**src/rtl/math_round_ctrl.sv**
```systemverilog
// Round controller for the math-challenge game.
// Picks operand pairs from a free-running LFSR, pulses the countdown timer's
// load input, judges the player's answer (or a timeout) and keeps the score
// over a fixed number of rounds. All outputs are registered.
module math_round_ctrl #(
    parameter int         ROUNDS        = 8,
    parameter int         RESULT_CYCLES = 4,
    parameter logic [7:0] LFSR_SEED     = 8'hA5
) (
    input  logic       clk,
    input  logic       reset,
    input  logic       start,
    input  logic [3:0] timer,
    input  logic       answer_valid,
    input  logic [4:0] answer,
    output logic       timer_load_n,
    output logic       answer_ack,
    output logic [3:0] operand_a,
    output logic [3:0] operand_b,
    output logic       correct,
    output logic       wrong,
    output logic       timeout,
    output logic [3:0] score,
    output logic [3:0] round,
    output logic       game_over
);

    typedef enum logic [2:0] {
        IDLE   = 3'd0,
        LOAD   = 3'd1,
        ASK    = 3'd2,
        RESULT = 3'd3,
        DONE   = 3'd4
    } state_t;

    localparam logic [7:0] RESULT_LOAD = 8'(RESULT_CYCLES - 1);
    localparam logic [3:0] ROUNDS_L    = 4'(ROUNDS);

    // Fibonacci LFSR step: taps 8,6,5,4, shift left, feedback into bit 0.
    function automatic logic [7:0] lfsr_next(input logic [7:0] v);
        return {v[6:0], v[7] ^ v[5] ^ v[4] ^ v[3]};
    endfunction

    state_t     state_r;
    state_t     next_state_s;
    logic [7:0] lfsr_r;
    logic [7:0] cnt_r;
    logic       timer_load_n_r;
    logic       answer_ack_r;
    logic [3:0] operand_a_r;
    logic [3:0] operand_b_r;
    logic       correct_r;
    logic       wrong_r;
    logic       timeout_r;
    logic [3:0] score_r;
    logic [3:0] round_r;
    logic       game_over_r;

    logic       ask_answer_s;
    logic       ask_timeout_s;
    logic       answer_ok_s;
    logic [4:0] expected_s;
    logic       new_game_s;

    // Next-state decode; an answer in the same cycle as timer==0 wins.
    always_comb begin
        next_state_s  = state_r;
        ask_answer_s  = 1'b0;
        ask_timeout_s = 1'b0;
        case (state_r)
            IDLE: begin
                if (start) next_state_s = LOAD;
                else       next_state_s = IDLE;
            end
            LOAD: next_state_s = ASK;
            ASK: begin
                if (answer_valid) begin
                    next_state_s = RESULT;
                    ask_answer_s = 1'b1;
                end else if (timer == 4'd0) begin
                    next_state_s  = RESULT;
                    ask_timeout_s = 1'b1;
                end else begin
                    next_state_s = ASK;
                end
            end
            RESULT: begin
                if (cnt_r == 8'd0) begin
                    if (round_r == ROUNDS_L) next_state_s = DONE;
                    else                     next_state_s = LOAD;
                end else begin
                    next_state_s = RESULT;
                end
            end
            DONE: begin
                if (start) next_state_s = LOAD;
                else       next_state_s = DONE;
            end
            default: next_state_s = IDLE;
        endcase
    end

    // Answer judgement: 5-bit sum of the latched operands cannot overflow.
    always_comb begin
        expected_s  = {1'b0, operand_a_r} + {1'b0, operand_b_r};
        answer_ok_s = (answer == expected_s);
        new_game_s  = start && ((state_r == IDLE) || (state_r == DONE));
    end

    // State register.
    always_ff @(posedge clk or negedge reset) begin
        if (!reset) state_r <= IDLE;
        else        state_r <= next_state_s;
    end

    // Operand LFSR runs every cycle; operands are captured during LOAD.
    always_ff @(posedge clk or negedge reset) begin
        if (!reset) begin
            lfsr_r      <= LFSR_SEED;
            operand_a_r <= 4'd0;
            operand_b_r <= 4'd0;
        end else begin
            lfsr_r <= lfsr_next(lfsr_r);
            if (state_r == LOAD) begin
                operand_a_r <= lfsr_r[3:0];
                operand_b_r <= lfsr_r[7:4];
            end
        end
    end

    // Strobes registered from the decode so they line up with the state they describe.
    always_ff @(posedge clk or negedge reset) begin
        if (!reset) begin
            timer_load_n_r <= 1'b1;
            answer_ack_r   <= 1'b0;
            game_over_r    <= 1'b0;
        end else begin
            timer_load_n_r <= (next_state_s != LOAD);
            answer_ack_r   <= ask_answer_s;
            game_over_r    <= (next_state_s == DONE);
        end
    end

    // Verdict flags: set on entry to RESULT, cleared on entry to LOAD.
    always_ff @(posedge clk or negedge reset) begin
        if (!reset) begin
            correct_r <= 1'b0;
            wrong_r   <= 1'b0;
            timeout_r <= 1'b0;
        end else if (next_state_s == LOAD) begin
            correct_r <= 1'b0;
            wrong_r   <= 1'b0;
            timeout_r <= 1'b0;
        end else if (ask_answer_s) begin
            correct_r <= answer_ok_s;
            wrong_r   <= !answer_ok_s;
            timeout_r <= 1'b0;
        end else if (ask_timeout_s) begin
            correct_r <= 1'b0;
            wrong_r   <= 1'b0;
            timeout_r <= 1'b1;
        end
    end

    // Score/round bookkeeping and the RESULT hold counter.
    always_ff @(posedge clk or negedge reset) begin
        if (!reset) begin
            score_r <= 4'd0;
            round_r <= 4'd0;
            cnt_r   <= 8'd0;
        end else begin
            if (new_game_s) begin
                score_r <= 4'd0;
                round_r <= 4'd0;
            end else if (ask_answer_s || ask_timeout_s) begin
                round_r <= round_r + 4'd1;
                if (ask_answer_s && answer_ok_s) score_r <= score_r + 4'd1;
            end
            if (ask_answer_s || ask_timeout_s) begin
                cnt_r <= RESULT_LOAD;
            end else if ((state_r == RESULT) && (cnt_r != 8'd0)) begin
                cnt_r <= cnt_r - 8'd1;
            end
        end
    end

    assign timer_load_n = timer_load_n_r;
    assign answer_ack   = answer_ack_r;
    assign operand_a    = operand_a_r;
    assign operand_b    = operand_b_r;
    assign correct      = correct_r;
    assign wrong        = wrong_r;
    assign timeout      = timeout_r;
    assign score        = score_r;
    assign round        = round_r;
    assign game_over    = game_over_r;

endmodule

```
**config.mk**
```make
export PLATFORM = sky130hd
export DESIGN_NAME = math_round_ctrl
export DESIGN_NICKNAME = d
export VERILOG_FILES = /design/src/rtl/math_round_ctrl.sv
export SDC_FILE = /design/constraint.sdc
export NUM_CORES = 1
export LEC_CHECK = 0
export ABC_AREA = 1
export BUFFER_PORTS_ARGS = -buffer_cell sky130_fd_sc_hd__buf_2
export CAP_MARGIN = 20
export CORE_UTILIZATION = 55
export CTS_BUF_LIST = sky130_fd_sc_hd__clkbuf_4 sky130_fd_sc_hd__clkbuf_8
export DETAILED_ROUTE_END_ITERATION = 10
export MAX_ROUTING_LAYER = met4
export PLACE_DENSITY = 0.88
export RECOVER_POWER = 100
export SKIP_LAST_GASP = 1
export SLEW_MARGIN = 20
export SYNTH_ARGS = -nofsm -noshare
export SYNTH_HDL_FRONTEND = slang
export SYNTH_SLANG_ARGS = --single-unit
```
**constraint.sdc**
```tcl
create_clock -name clk -period 2 [get_ports clk]
set_input_delay 0.3 -clock clk [delete_from_list [all_inputs] [get_ports clk]]
set_output_delay 0.3 -clock clk [all_outputs]
set_load 0.02 [all_outputs]
```
# Word-level counts from Yosys, hierarchy flattened
# Cells that the tools add are included.
# word_totals
reg_bits,41
input_bits,13
output_inout_bits,22
word_cells,71
# op_classes
n_addsub,4
n_eq_ne,9
n_mux,27
bitwise_logic,3
reduce_logical,15
# op_table
cell,n
$mux W4,5
$mux W1,16
$mux W8,2
$pmux W3 S5,1
$mux W3,3
$add A4 B1 Y4 const B,2
$logic_not A8 Y1,1
$reduce_bool A8 Y1,1
$sub A8 B1 Y8 const B,1
$eq A3 B1 Y1 const B,2
$eq A3 B2 Y1 const B,2
$eq A3 B3 Y1 const B,2
$reduce_bool A2 Y1,3
$add A4 B4 Y5,1
$eq A5 B5 Y1,1
$eq A4 B4 Y1 const B,1
$logic_not A4 Y1,1
$logic_and A1 B1 Y1,3
$logic_not A3 Y1,1
$ne A3 B1 Y1 const B,1
$reduce_bool A3 Y1,1
$xor A1 B1 Y1,3
$logic_or A1 B1 Y1,2
$reduce_and A2 Y1,1
$logic_not A1 Y1,1

# Logic depth before layout (Yosys ltp)
# Gate-level depths: netlist of run 1.
# logic_depth
word_depth,7
depth_mapped,11
mapped_depth_nobuf,11

# Least setup slack after synthesis of run 1
# No wires, ideal clock.
# synth_timing
path_type,register -> register
start,"register operand_a_r[0], in the netlist operand_a[0]"
end,"register score_r[0], in the netlist score[0]"
setup_time_ps,118
arrival_time_ps,1817
t_required_ps,1882
path_slack_ps,65
stages_incl_launch_ff,12
n_path_buf,0
period_less_slack_ps,1935
path_cell_list,dfrtp_1 > ha_1 > fa_1 > inv_1 > nand2_1 > nand2_1 > nor2_1 > nand2_1 > nor2_1 > nand3_2 > nand3_1 > nand2_1
# synth_via
elab_chain_len,5
# synth_lines
element,line_no,source
"start, declared",50,logic [3:0] operand_a_r;
"start signal, assigned",125,operand_a_r <= lfsr_r[3:0];
$add A4 B4 Y5,105,"expected_s = {1'b0, operand_a_r} + {1'b0, operand_b_r};"
$eq A5 B5 Y1,106,answer_ok_s = (answer == expected_s);
$logic_and A1 B1 Y1,177,if (ask_answer_s && answer_ok_s) score_r <= score_r + 4'd1;
$reduce_bool A2 Y1 (no source line),--,
$reduce_and A2 Y1 (no source line),--,
"end signal, assigned",177,
"end, declared",55,logic [3:0] score_r;
# Every way passes these cells.
# A chain may end at the register's enable or synchronous reset.

# Worst setup path in the final report of run 1
# Same ends and word-level chain as after synthesis.

==> metrics.txt, run 1 <==
status=completed; # Max-Cap Violations=0; Diodes inserted=0; area of the multi-input gates=roughly 1000 um2; Synth async-reset ratio=1.00; Clock Skew=about 0.0084 ns; setup violators final=0; placed cell area=around 2400 um2; CP endpoint kind=register; postcts setup bufs=0; Vias=1671; DP HPWL=a little over 3 mm; NumNets Final=a little under 300; DR WL/cell=between 10 and 15 um; unique cell type count in the Yosys netlist=31; RSZ-0062 raised after global routing=true; Mapped Cells=between 200 and 250; WP data arrival=roughly 2.1 ns; most common cell in the synthesized netlist=nand2_1; Via density=5.17; clock-pin slew on the worst setup and hold paths=0.07 ns; gpl congestion=0.825; Mapped Area=around 2100 um2; main area contributors after synthesis=dfrtp_1 (42%), nand2_1 (8.1%), dfstp_2 (6.2%); Final Cycle Share=0.969; Std-Cell Rows=22; largest net degree at the start of global routing=28; pre-CTS setup slack=roughly 0.043 ns; Synth Register Bits=41; final worst-path setup slack=around 0.062 ns; Synth top area share=0.424; Core ar.=between 3000 and 4000 um2; Die Area=4120 um2; worst slew pin tran=~1.4 ns; EDFF count, synth=0; maximum VDD drop=0.868 mV; Reg2Reg Setup Slack=between 0.06 and 0.07 ns; initial antenna violation count=0; drt pass-1 iters=4; Fillers=about 290; sequential-to-total area share from yosys stat=0.486; CTS tree=built; worst hold path class=primary input to register; Final Non-Filler Cells=between 300 and 400; die height=about 64 um; Remaining DRCs=0; cell taking the most area after synthesis=dfrtp_1; WL final=a little over 4 mm; placed cells=~320; I/O Pins=35; register area=about 1000 um2; Top FF cell, synth=dfrtp_1; top cells by count, synth=nand2_1 (46), dfrtp_1 (36), inv_1 (23); layout cells sized above 1=0.258; Lkg Pwr=roughly 1.3 nW; crit path time final=~1.9 ns; setup_tns=0 ns; GRT Util Overall=0.239; worst-path maximum fanout=6; first-pass GRT wire length=7.27 mm; Ys Warns=0; worst path required time=2.19 ns; Max clock buf depth=2; Fin. Hold Viols=0; CTS H-tree lvls=2; clock root buffer=clkbuf_8; design area=around 2500 um2; Setup CP Type=register to register; relative slew slack=0.0884; clock sink total=a little over 40; initial drt markers=88; initial core utilization=0.576; cts bufs inserted=5; Power Density=approximately 1100 nW/um2; Avg Inst Size Synth=9.20 um2; post-route ant nets=0; Net Count, Synth=roughly 250; Die Width=roughly 64 um; Fmax=516 MHz; area grow syn2layout=17.5%; Buffers on Ports=34; worst skew pair latency=0.29 ns; startpoint types=register; vias in the first global route=1706; pins over their slew limit=0; cts hold-fix bufs=0; grt ovf=0
-- cell usage in the layout, fill, tap and decap left out --
cell	Yosys	final
o21ai_0	9	9
nand2_2	3	5
xnor2_1	3	3
bufinv_16	0	1
inv_2	8	8
a21oi_1	3	3
nand3_4	1	2
or2_2	1	1
nand2_1	46	44
mux2_2	8	8
nand4_1	4	4
xor2_1	9	9
clkbuf_8	0	6
nand3b_1	1	1
nor2_2	4	7
and3_1	1	1
nand2_4	2	2
dfrtp_1	36	36
ha_2	0	1
nor3_1	3	3
ha_1	9	8
clkbuf_1	0	20
buf_2	0	16
o21a_1	1	1
nor2_1	18	15
o21ai_1	4	4
o31ai_1	2	2
dfstp_2	5	5
nand3_2	2	4
inv_4	1	1
fa_1	1	1
inv_1	23	23
o21ai_2	1	1
clkbuf_4	0	1
nand3_1	20	17
nor3_4	1	1
nor2_4	1	1
-- cell families after synthesis --
group                    count (synthesis)  share of synthesized area
AND/OR/NAND/NOR                        108                      0.250
flip-flops                              41                      0.486
buffers and inverters                   32                     0.0577
AO/OA/AOI/OAI                           20                     0.0524
XOR/XNOR                                12                     0.0494
adder cells (fa/ha/maj)                 10                     0.0624
multiplexers                             8                     0.0424
-- worst max-delay path, stage by stage (launching register included) --
cell,delay [ns]
dfrtp_1,0.40
ha_2,0.20
fa_1,0.49
inv_1,0.04
nand2_1,0.05
nand2_1,0.06
nor2_2,0.10
nand2_1,0.07
nor2_2,0.16
nand3_4,0.13
nand3_2,0.09
nand2_2,0.05
-- layout make-up --
| type | instances | area share |
|---|---|---|
| clock buffer | 7 | 0.0361 |
| multi-input combinational | 158 | 0.404 |
| sequential | 41 | 0.413 |
| timing repair buffer | 36 | 0.0621 |
| tap | 48 | 0.0240 |
| clock inverter | 1 | 0.0120 |
| inverter | 32 | 0.0491 |
-- per-stage QoR --
step	hold slack (ns)	utilization	total power [mW]
4_1_cts	0.00927	0.675	2.88
3_5_place_dp	0.329	0.643	2.18
2_1_floorplan	0.00441	-	1.90
3_3_place_gp	0.330	0.643	2.12
6_report	0.295	0.677	2.86
5_1_grt	0.285	0.677	3.10
-- worst paths after layout --
path | startpoint | endpoint | depth (start not counted)
max | operand_a[0]$_DFFE_PN0P_ | score[0]$_DFFE_PN0P_ | 11
min | answer_valid | answer_ack$_DFF_PN0_ | 3
max reg2reg | operand_a[0]$_DFFE_PN0P_ | score[0]$_DFFE_PN0P_ | 11
min reg2reg | lfsr_r[1]$_DFF_PN0_ | lfsr_r[2]$_DFF_PN1_ | 0
max in group asynchronous | reset | lfsr_r[0]$_DFF_PN1_ | 2
min in group asynchronous | reset | cnt_r[7]$_DFFE_PN0P_ | 1
-- state kept, by name, indices dropped and copies added (netlist names), 3 cells and up --
register	count
round	4
lfsr_r	8
cnt_r	8
operand_a	4
operand_b	4
score	4
state_r	3
-- what timing repair did --
item,CTS,global route
setup endpoints to repair,0,6
gates resized for setup,0,10
endpoints found under the hold margin,0,0
-- metal layers --
layer,vias to the layer above,GRT usage,share of wire
li1,834,-,-
met1,800,0.289,0.44
met2,32,0.398,0.52
met3,5,0.0589,0.038
met4,0,0.0694,0.0087
met5,-,-,0
-- where the power goes --
group,internal (mW),switching (mW)
sequential,0.982,0.114
clock,0.420,0.271
combinational,0.339,0.728
total,1.74,1.11
Power figures use the tool's default switching activity.
==> run 2, diff against run 1 <==
Clock period 2 ns to 1.8 ns, I/O delays scaled along.
==> run 2 against run 1 <==
Effect of this change:
- the run now ends with setup timing left
- critical path depth unchanged
- first-iteration DRC count decreased by 45%
- fmax increased by 1.1%
- routed wire length shrank 2.1%
- die area unchanged
- utilization grew 0.51 points
- clock-buffer cell count down 1
- combinational power rose by 4%
- sequential share of layout area fell by 0.21 points
- sequential cell count stayed put
==> metrics.txt, run 2 (synthesized netlist as in run 1, its figures left out) <==
status=complete, but fails checks; failing checks=setup timing; WP data arrival=about 2.1 ns; placed cells=321; Fmax=521 MHz; worst path buffer plus inverter count=1; Buffers on Ports=34; GRT Util Overall=0.231; most used cell, CP=nand2_1; worst-path cell chain=ha_4 -> fa_1 -> inv_1 -> nand2_1 -> nand2_1 -> nor2_2 -> nand2_1 -> nor2_1 -> nand3_2 -> nand3_1 -> nand2_1; worst hold path class=primary input to register; setup violators final=6; CP endpoint kind=register; maximum VDD drop=between 0.7 and 0.8 mV; grt ovf=0; worst path required time=1.99 ns; Clock Skew=roughly 0.0046 ns; clock root buffer=clkbuf_8; gpl congestion=between 0.8 and 0.9; pins over their slew limit=0; Lkg Pwr=1.32 nW; Final Non-Filler Cells=331; largest net degree at the start of global routing=27; Die Width=~64 um; worst-path maximum fanout=6; worst skew pair latency=approximately 0.29 ns; area grow syn2layout=18.4%; DR WL/cell=~12 um; Vias=between 1500 and 2000; biggest cell delay along the critical path=about 0.5 ns; WL final=approximately 4.0 mm; cts bufs inserted=5; RSZ-0062 raised after global routing=true; NumNets Final=around 300; CTS H-tree lvls=2; die height=around 64 um; I/O Pins=35; Remaining DRCs=0; startpoint types=register; Max clock buf depth=2; worst slew pin tran=roughly 0.60 ns; initial drt markers=48; clock-pin slew on the worst setup and hold paths=0.08 ns; CP delay by family, top=simple AND/OR/NAND/NOR gates; leading registers by flop count=cnt_r (8), lfsr_r (8); Via density=roughly 5.1; commonest non-fill, non-tap cell in the layout=nand2_1; final worst-path setup slack=-0.118 ns; Diodes inserted=0; post-route ant nets=0; Core ar.=about 3700 um2; Fin. Hold Viols=0; Final Cycle Share=1.07; commonest cells after routing, fill and taps aside=nand2_1 (49), dfrtp_1 (34), inv_1 (26), clkbuf_1 (24), nand3_1 (20); Setup CP Type=register to register; initial antenna violation count=0; vias in the first global route=approximately 1600; layout cells sized above 1=0.219; # Max-Cap Violations=0; Die Area=slightly above 4000 um2; DP HPWL=slightly above 3 mm; crit path time final=approximately 1.9 ns; Power Density=~1200 nW/um2; CTS tree=built; relative slew slack=0.599; first-pass GRT wire length=about 7.0 mm; Std-Cell Rows=22; Crit-path slowest cell=fa_1; drt pass-1 iters=4; hold_ws=0.250 ns; initial core utilization=0.576; clock sink total=about 40
## run 2: worst reg2reg max path: cells and delay by family, from the launching register on
family / cells / cell delay (ns)
fa+ha+maj: 2 / 0.66
buf+inv: 1 / 0.05
flops: 1 / 0.43
simple gates: 8 / 0.70
## run 2: layer usage
| layer | track usage | up-vias | wire length (um) | part of all wire |
|---|---|---|---|---|
| li1 | - | 845 | - | - |
| met1 | 0.273 | 795 | 1760 | 0.44 |
| met2 | 0.388 | 38 | 2030 | 0.50 |
| met3 | 0.0500 | 9 | 182 | 0.045 |
| met4 | 0.0861 | 0 | 63 | 0.016 |
| met5 | - | - | 0 | 0 |
## run 2: worst paths after layout
path / endpoint / slack (ns) / start / depth (start not counted)
max: score[3]$_DFFE_PN0P_ / -0.12 / operand_a[0]$_DFFE_PN0P_ / 11
min: answer_ack$_DFF_PN0_ / 0.25 / answer_valid / 3
max reg2reg: score[3]$_DFFE_PN0P_ / -0.12 / operand_a[0]$_DFFE_PN0P_ / 11
min reg2reg: lfsr_r[7]$_DFF_PN1_ / 0.39 / lfsr_r[6]$_DFF_PN0_ / 0
max in group asynchronous: round[0]$_DFFE_PN0P_ / 0.49 / reset / 3
min in group asynchronous: cnt_r[7]$_DFFE_PN0P_ / 0.51 / reset / 2
## run 2: report_power, final
group | internal, mW | switching [mW]
Clock | 0.451 | 0.313
Combinational | 0.356 | 0.755
Sequential | 1.09 | 0.123
## run 2: final cells by class
class | instances | area, um2
Clock inverter | 2 | 37.5
Sequential cell | 41 | 1030
Timing Repair Buffer | 44 | 210
Clock buffer | 6 | 82.6
Inverter | 32 | 123
Fill cell | 310 | 1170
Multi-Input combinational cell | 158 | 970
Tap cell | 48 | 60.1
## run 2: repair_timing
action	4_1_cts	5_1_grt
cloned	0	0
endpoints found under the hold margin	19	0
setup buffers	0	1
setup endpoints to repair	6	6
gates resized for setup	1	2
hold buffers	1	0
pin swaps	2	3
## run 2: through the flow
stage / worst slack (ns) / cell area (um2) / TNS [ns] / utilization / total power [mW]
floorplan: -0.0674 / 2140 / -0.323 / - / 2.11
global placement: -0.0513 / 2430 / -0.242 / 0.659 / 2.37
detailed placement: -0.114 / 2430 / -0.503 / 0.659 / 2.42
CTS: -0.125 / 2560 / -0.566 / 0.695 / 3.20
global route: -0.275 / 2520 / -1.55 / 0.682 / 3.33
finish: -0.118 / 2520 / -0.664 / 0.682 / 3.09
